`config.mk`:
```
export PLATFORM = sky130hd
export DESIGN_NAME = controle_rodadas
export DESIGN_NICKNAME = d
export VERILOG_FILES = /design/src/rtl/controle_rodadas.sv
export SDC_FILE = /design/constraint.sdc
export NUM_CORES = 1
export LEC_CHECK = 0
export CAP_MARGIN = 20
export CORE_AREA = 2 2 59 61
export DETAILED_ROUTE_END_ITERATION = 8
export DIE_AREA = 0 0 61 63
export GPL_TIMING_DRIVEN = 0
export PLACE_DENSITY = 0.55
export SYNTH_ARGS = -nofsm -noshare
export SYNTH_HDL_FRONTEND = slang
export SYNTH_SLANG_ARGS = --single-unit
```
`constraint.sdc`:
```
create_clock -name clock -period 4.1 [get_ports clock]
set_clock_uncertainty 0.1 [all_clocks]
set_input_delay 0.82 -clock clock [delete_from_list [all_inputs] [get_ports clock]]
set_output_delay 0.82 -clock clock [all_outputs]
set_load 0.05 [all_outputs]
```
`src/rtl/controle_rodadas.sv`:
```
// Round sequencer for the night/day game flow: night turns per player, day discussion, vote, tally.
// Optional phase timer enabled by defining TEMPORIZADOR_EN.
module controle_rodadas #(
  parameter int NUM_JOGADORES = 8,
  parameter int JW            = 5,
  parameter int TEMPO_W       = 8,
  parameter int TEMPO_TURNO   = 30,
  parameter int TEMPO_DIA     = 120,
  parameter int RODADA_W      = 4
) (
  input  logic                clock,
  input  logic                reset,
  input  logic                jogar,
  input  logic                passa,
  input  logic                tick,
  input  logic                fim_jogo,
  output logic                rst_global,
  output logic                zera_CS,
  output logic                e_seed_reg,
  output logic                noite,
  output logic                dia,
  output logic                votacao,
  output logic                timeout,
  output logic [JW-1:0]       jogador_atual,
  output logic [RODADA_W-1:0] rodada,
  output logic [4:0]          db_estado
);

  // state          | meaning
  // INICIAL        | idle, datapath held clear
  // RESETA_TUDO    | clear player index, round count and datapath
  // PREPARA_JOGO   | wait for confirmation to store the game seed
  // ARMAZENA_JOGO  | seed register load
  // PREPARA_JOGO_2 | settle after seed load
  // PREPARA_NOITE  | first player, load night-turn time
  // TURNO_NOITE    | current player's night turn
  // PROX_JOGADOR   | advance player or end the night
  // PREPARA_DIA    | load discussion time
  // DISCUSSAO      | day discussion
  // VOTACAO        | vote, waits for confirmation only
  // APURA          | count the round, check for a winner
  // FIM            | game over, wait for restart
  typedef enum logic [3:0] {
    INICIAL        = 4'd0,
    RESETA_TUDO    = 4'd1,
    PREPARA_JOGO   = 4'd2,
    ARMAZENA_JOGO  = 4'd3,
    PREPARA_JOGO_2 = 4'd4,
    PREPARA_NOITE  = 4'd5,
    TURNO_NOITE    = 4'd6,
    PROX_JOGADOR   = 4'd7,
    PREPARA_DIA    = 4'd8,
    DISCUSSAO      = 4'd9,
    VOTACAO        = 4'd10,
    APURA          = 4'd11,
    FIM            = 4'd12
  } estado_t;

  estado_t estado, prox;
  logic    expira;
  logic    ultimo;

  assign ultimo = (jogador_atual == JW'(NUM_JOGADORES - 1));

  always_ff @(posedge clock or posedge reset) begin
    if (reset) estado <= INICIAL;
    else       estado <= prox;
  end

  always_comb begin
    prox       = estado;
    rst_global = 1'b0;
    zera_CS    = 1'b0;
    e_seed_reg = 1'b0;
    noite      = 1'b0;
    dia        = 1'b0;
    votacao    = 1'b0;
    db_estado  = {1'b0, estado};
    case (estado)
      INICIAL: begin
        rst_global = 1'b1;
        zera_CS    = 1'b1;
        if (jogar) prox = RESETA_TUDO;
      end
      RESETA_TUDO: begin
        rst_global = 1'b1;
        zera_CS    = 1'b1;
        prox       = PREPARA_JOGO;
      end
      PREPARA_JOGO:   if (passa) prox = ARMAZENA_JOGO;
      ARMAZENA_JOGO: begin
        e_seed_reg = 1'b1;
        prox       = PREPARA_JOGO_2;
      end
      PREPARA_JOGO_2: prox = PREPARA_NOITE;
      PREPARA_NOITE:  prox = TURNO_NOITE;
      TURNO_NOITE: begin
        noite = 1'b1;
        if (passa || expira) prox = PROX_JOGADOR;
      end
      PROX_JOGADOR:   prox = ultimo ? PREPARA_DIA : TURNO_NOITE;
      PREPARA_DIA:    prox = DISCUSSAO;
      DISCUSSAO: begin
        dia = 1'b1;
        if (passa || expira) prox = VOTACAO;
      end
      VOTACAO: begin
        votacao = 1'b1;
        if (passa) prox = APURA;
      end
      APURA:          prox = fim_jogo ? FIM : PREPARA_NOITE;
      FIM:            if (jogar) prox = RESETA_TUDO;
      default: begin
        db_estado = 5'b11111;
        prox      = INICIAL;
      end
    endcase
  end

  always_ff @(posedge clock or posedge reset) begin
    if (reset) begin
      jogador_atual <= '0;
      rodada        <= '0;
    end else begin
      case (estado)
        RESETA_TUDO: begin
          jogador_atual <= '0;
          rodada        <= '0;
        end
        PREPARA_NOITE: jogador_atual <= '0;
        PROX_JOGADOR:  if (!ultimo) jogador_atual <= jogador_atual + JW'(1);
        APURA:         if (rodada != '1) rodada <= rodada + RODADA_W'(1);
        default: ;
      endcase
    end
  end

`ifdef TEMPORIZADOR_EN
  logic [TEMPO_W-1:0] tempo;
  logic               em_fase;

  assign em_fase = (estado == TURNO_NOITE) || (estado == DISCUSSAO);
  assign expira  = em_fase && (tempo == '0);
  // Expiry coinciding with passa counts as a normal confirm, not a timeout.
  assign timeout = expira && !passa;

  always_ff @(posedge clock or posedge reset) begin
    if (reset)
      tempo <= '0;
    else if (estado == PREPARA_NOITE || (estado == PROX_JOGADOR && !ultimo))
      tempo <= TEMPO_W'(TEMPO_TURNO);
    else if (estado == PREPARA_DIA)
      tempo <= TEMPO_W'(TEMPO_DIA);
    else if (em_fase && tick && tempo != '0)
      tempo <= tempo - TEMPO_W'(1);
  end
`else
  logic [TEMPO_W-1:0] unused_tempo;

  assign unused_tempo = TEMPO_W'(TEMPO_TURNO) ^ TEMPO_W'(TEMPO_DIA) ^ {TEMPO_W{tick}};
  assign expira       = 1'b0;
  assign timeout      = 1'b0;
`endif

endmodule
```
# Word-level counts from Yosys, hierarchy flattened
# Cells that the tools add are included.
# op_classes
n_reduce_logical	10
addsub	2
n_eq_ne	21
n_mux	18
# ops
operator	count
$pmux 4 s12	1
$mux 4	8
$eq 4x4->1 const B	5
$eq 4x3->1 const B	4
$reduce_or 13->1	1
$ne 2x2->1 const B	6
$mux 5	2
$pmux 5 s2	1
$eq 4x2->1 const B	2
$pmux 4 s2	1
$reduce_or 2->1	3
$add 5x1->5 const B	1
$eq 5x3->1 const B	1
$mux 1	5
$reduce_and 5->1	1
$add 4x1->4 const B	1
$eq 4x1->1 const B	1
$logic_not 4->1	1
$ne 4x4->1 const B	1
$reduce_and 2->1	2
$reduce_bool 2->1	2
$ne 2x1->1 const B	1
# totals
register_bits	13
inputBits	6
output_inout_bits	21
elab_cells	54

# Depth between registers and ports, before layout
# depth
ltp_word	4
depth_mapped	6
depth_no_buf	5

# Worst setup path before layout
# Ideal clock, no wire load.
# synth_timing
kind	register -> output
startpoint	register estado[1]
endpoint	output zera_CS
t_required_ns	3.180
n_path_buf	3
path_slack_ns	0.895
arrival_time_ns	2.285
path_stages_with_launch	5
path_cell_list	dfrtp_1 > buf_4 > clkbuf_1 > nor3_1 > buf_4
# synth_between
elab_chain_cells	3
word_cells_on_any_way	4
cone_classes	eq/ne: 1; mux: 1; reduce/logical: 2
# synth_rtl
item	line_no	rtl
start, declared	59	estado_t estado, prox;
start signal, assigned	67	else estado <= prox;
$eq 4x1->1 or $logic_not 4->1 (tied branches)	-	
$reduce_or 2->1 (no source line) *	-	
$mux 1 *	-	
end, declared	18	output logic zera_CS,
# Mark *: on every way between the ends. The rest lies on a longest branch, timed or not.

# Final worst setup path
# layout_timing
startpoint	register estado[1]
endpoint	output zera_CS
# layout_between
elab_chain_cells	3
word_cells_on_any_way	4
cone_classes	eq/ne: 1; mux: 1; reduce/logical: 2
# layout_rtl
item	line_no	rtl
$eq 4x1->1 or $logic_not 4->1 (tied branches)	79	case (estado)
$reduce_or 2->1 (no source line) *	-	
$mux 1 *	79	
# Marks and branches as above.

==> metrics list <==
- Final Cycle Share: approximately 80%
* Flip-flop and latch count after synthesis: 13
- 27 I/O pins were placed.
* Cells after synthesis: about 110
- Placed wire-length estimate after detailed placement: approximately 1800 um
- Summed over all nets, the switching power comes to 0.4754 mW.
* Clock network power share: 9.5%
- For the worst setup path, the data arrival time is between 2 and 2.5 ns.
- Number of buffers created by CTS: 3
- Proportion of synthesized flip-flops having asynchronous set or reset: 100.0%
* Placer's final routability congestion estimate: around 0.82
- Prior to clock tree synthesis, the placed netlist has a worst setup slack of around 1.1 ns.
- The first global-routing pass estimated 4195 um of wire.
- Vias in the first global route: 908
* Worst Reg-to-Reg Cells: 5
- The clock passes through at most 2 buffers.
* Commonest non-fill, non-tap cells in the layout: clkdlybuf4s50_1 (24), dfrtp_1 (13), nand2_1 (12), nor2_1 (8), nand3_1 (8)
* DIE WIDTH: approximately 61 um
- Hold Crit Depth: 1
- Number of cells in the design after placement: 183
- Largest area contributor in the netlist: dfrtp_1
- Along the worst path, the maximum fanout reaches 10.
* Total Negative Setup Slacks: 0 ns
- Grt ovf: 0
- Summing over every cut layer, the via total after detailed routing is just over 900.
- DRC violations left: 0
- For this run, the detailed router's first-pass iteration total came to 6.
* Ratio of total power to cell area: 710.6 mW/mm^2
- After synthesis, flip-flops and latches occupy 35.37% of the total area.
- Internal power of the cells: a little over 0.4 mW
* Core area: 0.003232 sq mm
- In this run, the combinational gates consume 65.5% of the power.
- Slew at the pin closest to its max-slew limit: 0.5557 ns
- Count of input and output buffers: 24
- Number of enable flip-flop cells after synthesis: 0
- Synthesis Warnings: 0
* Leakage power: just under 0.5 nW
- For this design, the sink count on the clock tree is 13.
- Most common cell after layout, fill and taps aside: clkdlybuf4s50_1
- Starting utilization of the core area: between 20 and 30%
- Of the post-synthesis cell area, the dominant cell type holds 35.37%.
- Among all flip-flop cells after synthesis, the most frequent one is dfrtp_1.
- Element type at the critical path start: flop
* VDD IR-drop max: 0.1720 mV
- CTS built an H-tree with a depth of 1.
- Across the run, the number of max-cap violations was 0.
* Fillers: 370
* Number of hold violations in the final report: 0
- Number of buffers added for setup after CTS: 0
* Row Count: 21
- Register share of total power: 25.0%
- Net count after synthesis: 121
- Mapped Area: 919.6 sq um
- Category of the most critical setup path: reg -> out
* Type of element capturing the critical path: output pin
- Net switching is between 50% and 60% of the power.
- In the post-route analysis, the smallest setup slack over all paths is 0.8081 ns.
- Post-Route Utilization: 38.48%
* Final WL: 2452 um
* Pin count of the biggest net entering global routing: 14
* Combined global-route utilization of all metal layers: 14.09%
- Post-Synthesis Mean Instance Area: 8.138 sq um
- DIE HEIGHT: 63 um
- Clk pin slew, worst setup/hold paths: about 0.080 ns
- The design draws about 0.88 mW.
- Unrepaired setup endpoints after global routing: false
- Counting distinct cell types in the post-synthesis netlist gives 38.
- Antenna diode count: 0
- Clock tree from TritonCTS: yes
- Final non-filler cell total: 187
- Number of gates given a new drive strength after cts: 0
* Number of antenna violations at the first check in global routing: 0
- Outcome: complete, no violations
* Post-synthesis to final-layout area growth: 35.24%
* DRC marker count from the first detailed-route iteration: a little over 40
- At the later pin of the worst-skew pair, clock insertion delay measures 0.29 ns.
- Path category of the worst min-delay check: reg -> reg
- Average routed wire per standard cell: 13.11 um
* Fmax achieved: slightly above 300 MHz
- Final max-slew violation count: 0
* Final setup vio count: 0
- For this run, the post-layout net count is 150.
* Max-slew headroom at the worst pin: about 63%
- Vias per Instance: 5.000
* Final antenna-violating net count: 0
- Buffer type at the clock tree root: clkbuf_4
* Data required time at the worst endpoint: 3.18 ns
- Ratio of cells with drive above 1 in the final layout: 7.092%
- By area the synthesized netlist is led by dfrtp_1 (35%), nand2_1 (4.9%), nand3_1 (4.4%).
- Shortest clock period the worst path allows after layout: ~3.3 ns
* Total of hold buffers inserted after clock tree synthesis: 0
* Die Area: 0.003843 sq mm
==> power by group through the flow <==
stage	sequential (mW)	clock, mW	combinational, mW
final	0.221	0.0838	0.579
after global routing	0.229	0.0916	0.634
after CTS	0.223	0.0876	0.581
after detailed placement	0.225	0	0.579
after global placement	0.221	0	0.575
after floorplan	0.295	0	0.335
==> kinds of logic (layout without fill, tap and decap cells) <==
kind of cell	count (synthesis)	in the layout	share of synthesized area [%]
and+or+nand+nor	51	51	30.07
other	1	1	0.4078
DFF	13	13	35.37
xor gates and xnor gates	2	2	1.905
buffers and inverters	16	44	8.979
AOI/OAI and AO/OA	26	26	18.37
muxes	2	2	2.177
adders and majority gates	2	2	2.721
==> worst paths after layout <==
kind                            slack (ns)                to              from
worst max-delay path                  0.81           zera_CS         estado[1]
worst min-delay path                  0.43  jogador_atual[3]  jogador_atual[3]
worst max register to register        2.41         estado[2]         estado[2]
worst min register to register        0.43  jogador_atual[3]  jogador_atual[3]
max in group asynchronous             2.75  jogador_atual[4]             reset
min in group asynchronous             0.77         rodada[2]             reset
==> synthesized netlist by cell type (2+ instances only) <==
cell type  number
a21oi_1         6
buf_2           3
clkbuf_1        4
mux2i_1         2
ha_1            2
a22o_1          2
dfrtp_1        13
nor4_1          2
nand2b_1        2
nand2_1        12
a31oi_1         2
nand3_1         8
xor2_1          2
nor2_1          8
or2b_1          2
nor3_1          5
a21o_1          3
buf_4           3
inv_1           5
and4b_1         3
nand4_1         2
o21ai_0         6
==> routing by layer <==
| metal | GRT usage, % | up-vias | part of all wire, % |
|---|---|---|---|
| li1 | - | 460 | - |
| met1 | 18.46 | 452 | 44 |
| met2 | 23.79 | 21 | 51 |
| met3 | 3.934 | 2 | 4.1 |
| met4 | 0.8152 | 0 | 0.24 |
| met5 | 0 | - | 0 |
==> worst max-delay path, cell delays in order, from the launching register on <==
cell	delay [ns]
dfrtp_1	0.46
buf_4	0.20
clkbuf_1	0.21
nor3_1	0.28
buf_4	0.15
clkdlybuf4s50_1	0.79
==> cell type report <==
| class | count | area (sq um) | area share, % |
|---|---|---|---|
| sequential | 13 | 325.3 | 26.16 |
| multi-input combinational | 84 | 511.7 | 41.15 |
| timing repair buffer | 24 | 240.2 | 19.32 |
| clock buffer | 4 | 26.28 | 2.113 |
| buffer | 11 | 63.81 | 5.131 |
| inverter | 5 | 18.77 | 1.509 |
| tap | 46 | 57.56 | 4.628 |
==> state kept, by name, summed over array words and instances, names as in the netlist <==
signal,count
estado,4
rodada,4
jogador_atual,5
==> per-stage QoR <==
stage	hold WS (ns)	cell area [sq um]
finish	0.4319	1244
global placement	0.4025	1217
detailed placement	0.4294	1217
CTS	0.4385	1244
floorplan	0.5467	919.6
global route	0.4579	1244
Note: power is estimated with default switching activity, not from simulation.
==> patch, RTL diff (same flow settings) <==
Add a define of `TEMPORIZADOR_EN`.
--- a/src/rtl/controle_rodadas.sv
+++ b/src/rtl/controle_rodadas.sv
@@ -1,4 +1,6 @@
 // Round sequencer for the night/day game flow: night turns per player, day discussion, vote, tally.
 // Optional phase timer enabled by defining TEMPORIZADOR_EN.
+`define TEMPORIZADOR_EN
+
 module controle_rodadas #(
   parameter int NUM_JOGADORES = 8,
Behaviour: no difference found for any inputs over 10 cycles, from zero or initial values and one cycle with reset high; that may be too few to reach the edited logic, so the function may still have changed.
==> patch against the original RTL <==
Wire length increased by 46%; power decreased by 0.33%; via count increased by 43%; combinational power decreased by 18%; design area increased by 45%; synthesized area increased by 58%; highest routed layer unchanged; sequential cell count increased by 8; worst setup slack got worse by 0.24 ns; global-route usage increased by 6.5 points; maximum frequency decreased by 6.8%; first-iteration DRC count increased by 29%.
==> patch: results (changes against the original RTL) <==
Post-Syn Instances = 168 (+49%)
Worst-case hold slack = 0.456 ns (+0.0238 ns)
Crit path largest cell delay = 0.84 ns (+0.05 ns)
Clk_lat worst skew = 0.32 ns (+0.03 ns)
Detailed placer's ending HPWL = 2660 um (+46%)
Vias = 1333 (+43%)
Hold path cells = 2 (+1)
Num CTS Buffers = 3 (unchanged)
Crit Reg-Reg Endpoint = tempo[1]$_DFFE_PP0P_
Leakage power = 0.000709 uW (+46%)
Met3 GRT Util = 0.0290 (-0.0104)
Regs by FF count = tempo: 8 flops, jogador_atual: 5 flops
Count of cell types in the netlist = 44 (+16%)
Placed instance area = 1770 um2 (+45%)
Hold_sp = tempo[7]$_DFFE_PP0P_
Initial DRC count = 53 (+29%)
Maximum VDD drop = 0.419 mV (+140%)
Hold worst-path end = tempo[7]$_DFFE_PP0P_
Wire per inst = 14.7 um (+12%)
Top post-synthesis cells by count = 21 x dfrtp_1, 18 x nand2_1, 13 x nor2_1
Initial DRT Pass Iterations = 4 (-2)
Routing usage on met2 = 0.360 (+0.122)
Cells on worst reg2reg path = 6 (+1)
Top post-synthesis cells by area = dfrtp_1 36%, nand2_1 4.7%, xnor2_1 4.2%, a21oi_1 4.1%, ha_1 3.4%
Cells after DPL = 240 (+31%)
Max-Slew Margin vs Limit = 0.424 (-0.205)
Met1 global-route usage = 0.255 (+0.0703)
Flop2flop setup slack = 2.13 ns (-0.28 ns)
Worst slack at placement = 0.814 ns (-0.284 ns)
Status = completed
Layout fillers = 333 (-10%)
Largest net degree at the start of global routing = 22 (+8)
Clock-pin slew on the worst setup and hold paths = 0.14 ns (+0.06 ns)
Crit Reg-Reg Startpoint = tempo[4]$_DFFE_PP0P_
Share of layout cells above drive strength 1 = 0.106 (+0.0351)
First-pass GRT wire length = 6100 um (+45%)
Layout Nets = 209 (+39%)
-- patch: layout make-up --
class	count	area [um2]	share of cell area
Buffer	11	62.6	0.0348
Clock buffer	3	22.5	0.0125
Clock inverter	1	5.00	0.00278
Inverter	8	30.0	0.0167
Multi-Input combinational cell	128	835	0.464
Sequential cell	21	526	0.292
Tap cell	46	57.6	0.0320
Timing Repair Buffer	26	260	0.145
-- patch: kinds of logic after synthesis --
kind of cell,Yosys count,synth area share
adders and majority gates,4,0.0345
xor gates and xnor gates,7,0.0422
muxes,3,0.0207
buffers and inverters,19,0.0637
and+or+nand+nor,77,0.316
DFF,21,0.362
AOI/OAI and AO/OA,37,0.161
-- patch: tightest hold or removal path, delay by kind of cell, from the launching register on --
| family | cells | cell delay (ns) |
|---|---|---|
| and+or+nand+nor | 1 | 0.04 |
| xor gates and xnor gates | 1 | 0.12 |
| DFF | 1 | 0.38 |
-- patch: power breakdown --
group | internal (uW) | leakage (uW) | switching (uW)
sequential | 248 | 0.000235 | 48.6
clock | 36.6 | 0.0000177 | 73.0
combinational | 173 | 0.000457 | 302
-- patch: worst max path at each step --
stage | end | slack, ns | depth (start not counted)
6_report | timeout | 0.57 | 5
4_1_cts | timeout | 0.53 | 5
2_1_floorplan | zera_CS | 0.92 | 4
3_3_place_gp | timeout | 0.83 | 3
5_1_grt | timeout | 0.38 | 5
3_5_place_dp | timeout | 0.81 | 3
-- patch: routing by layer --
layer / part of all wire / wire length (um) / vias up
met3: 0.019 / 69 / 4
met5: 0 / 0 / -
met1: 0.46 / 1640 / 649
met4: 0.012 / 42 / 0
li1: - / - / 666
met2: 0.51 / 1830 / 14
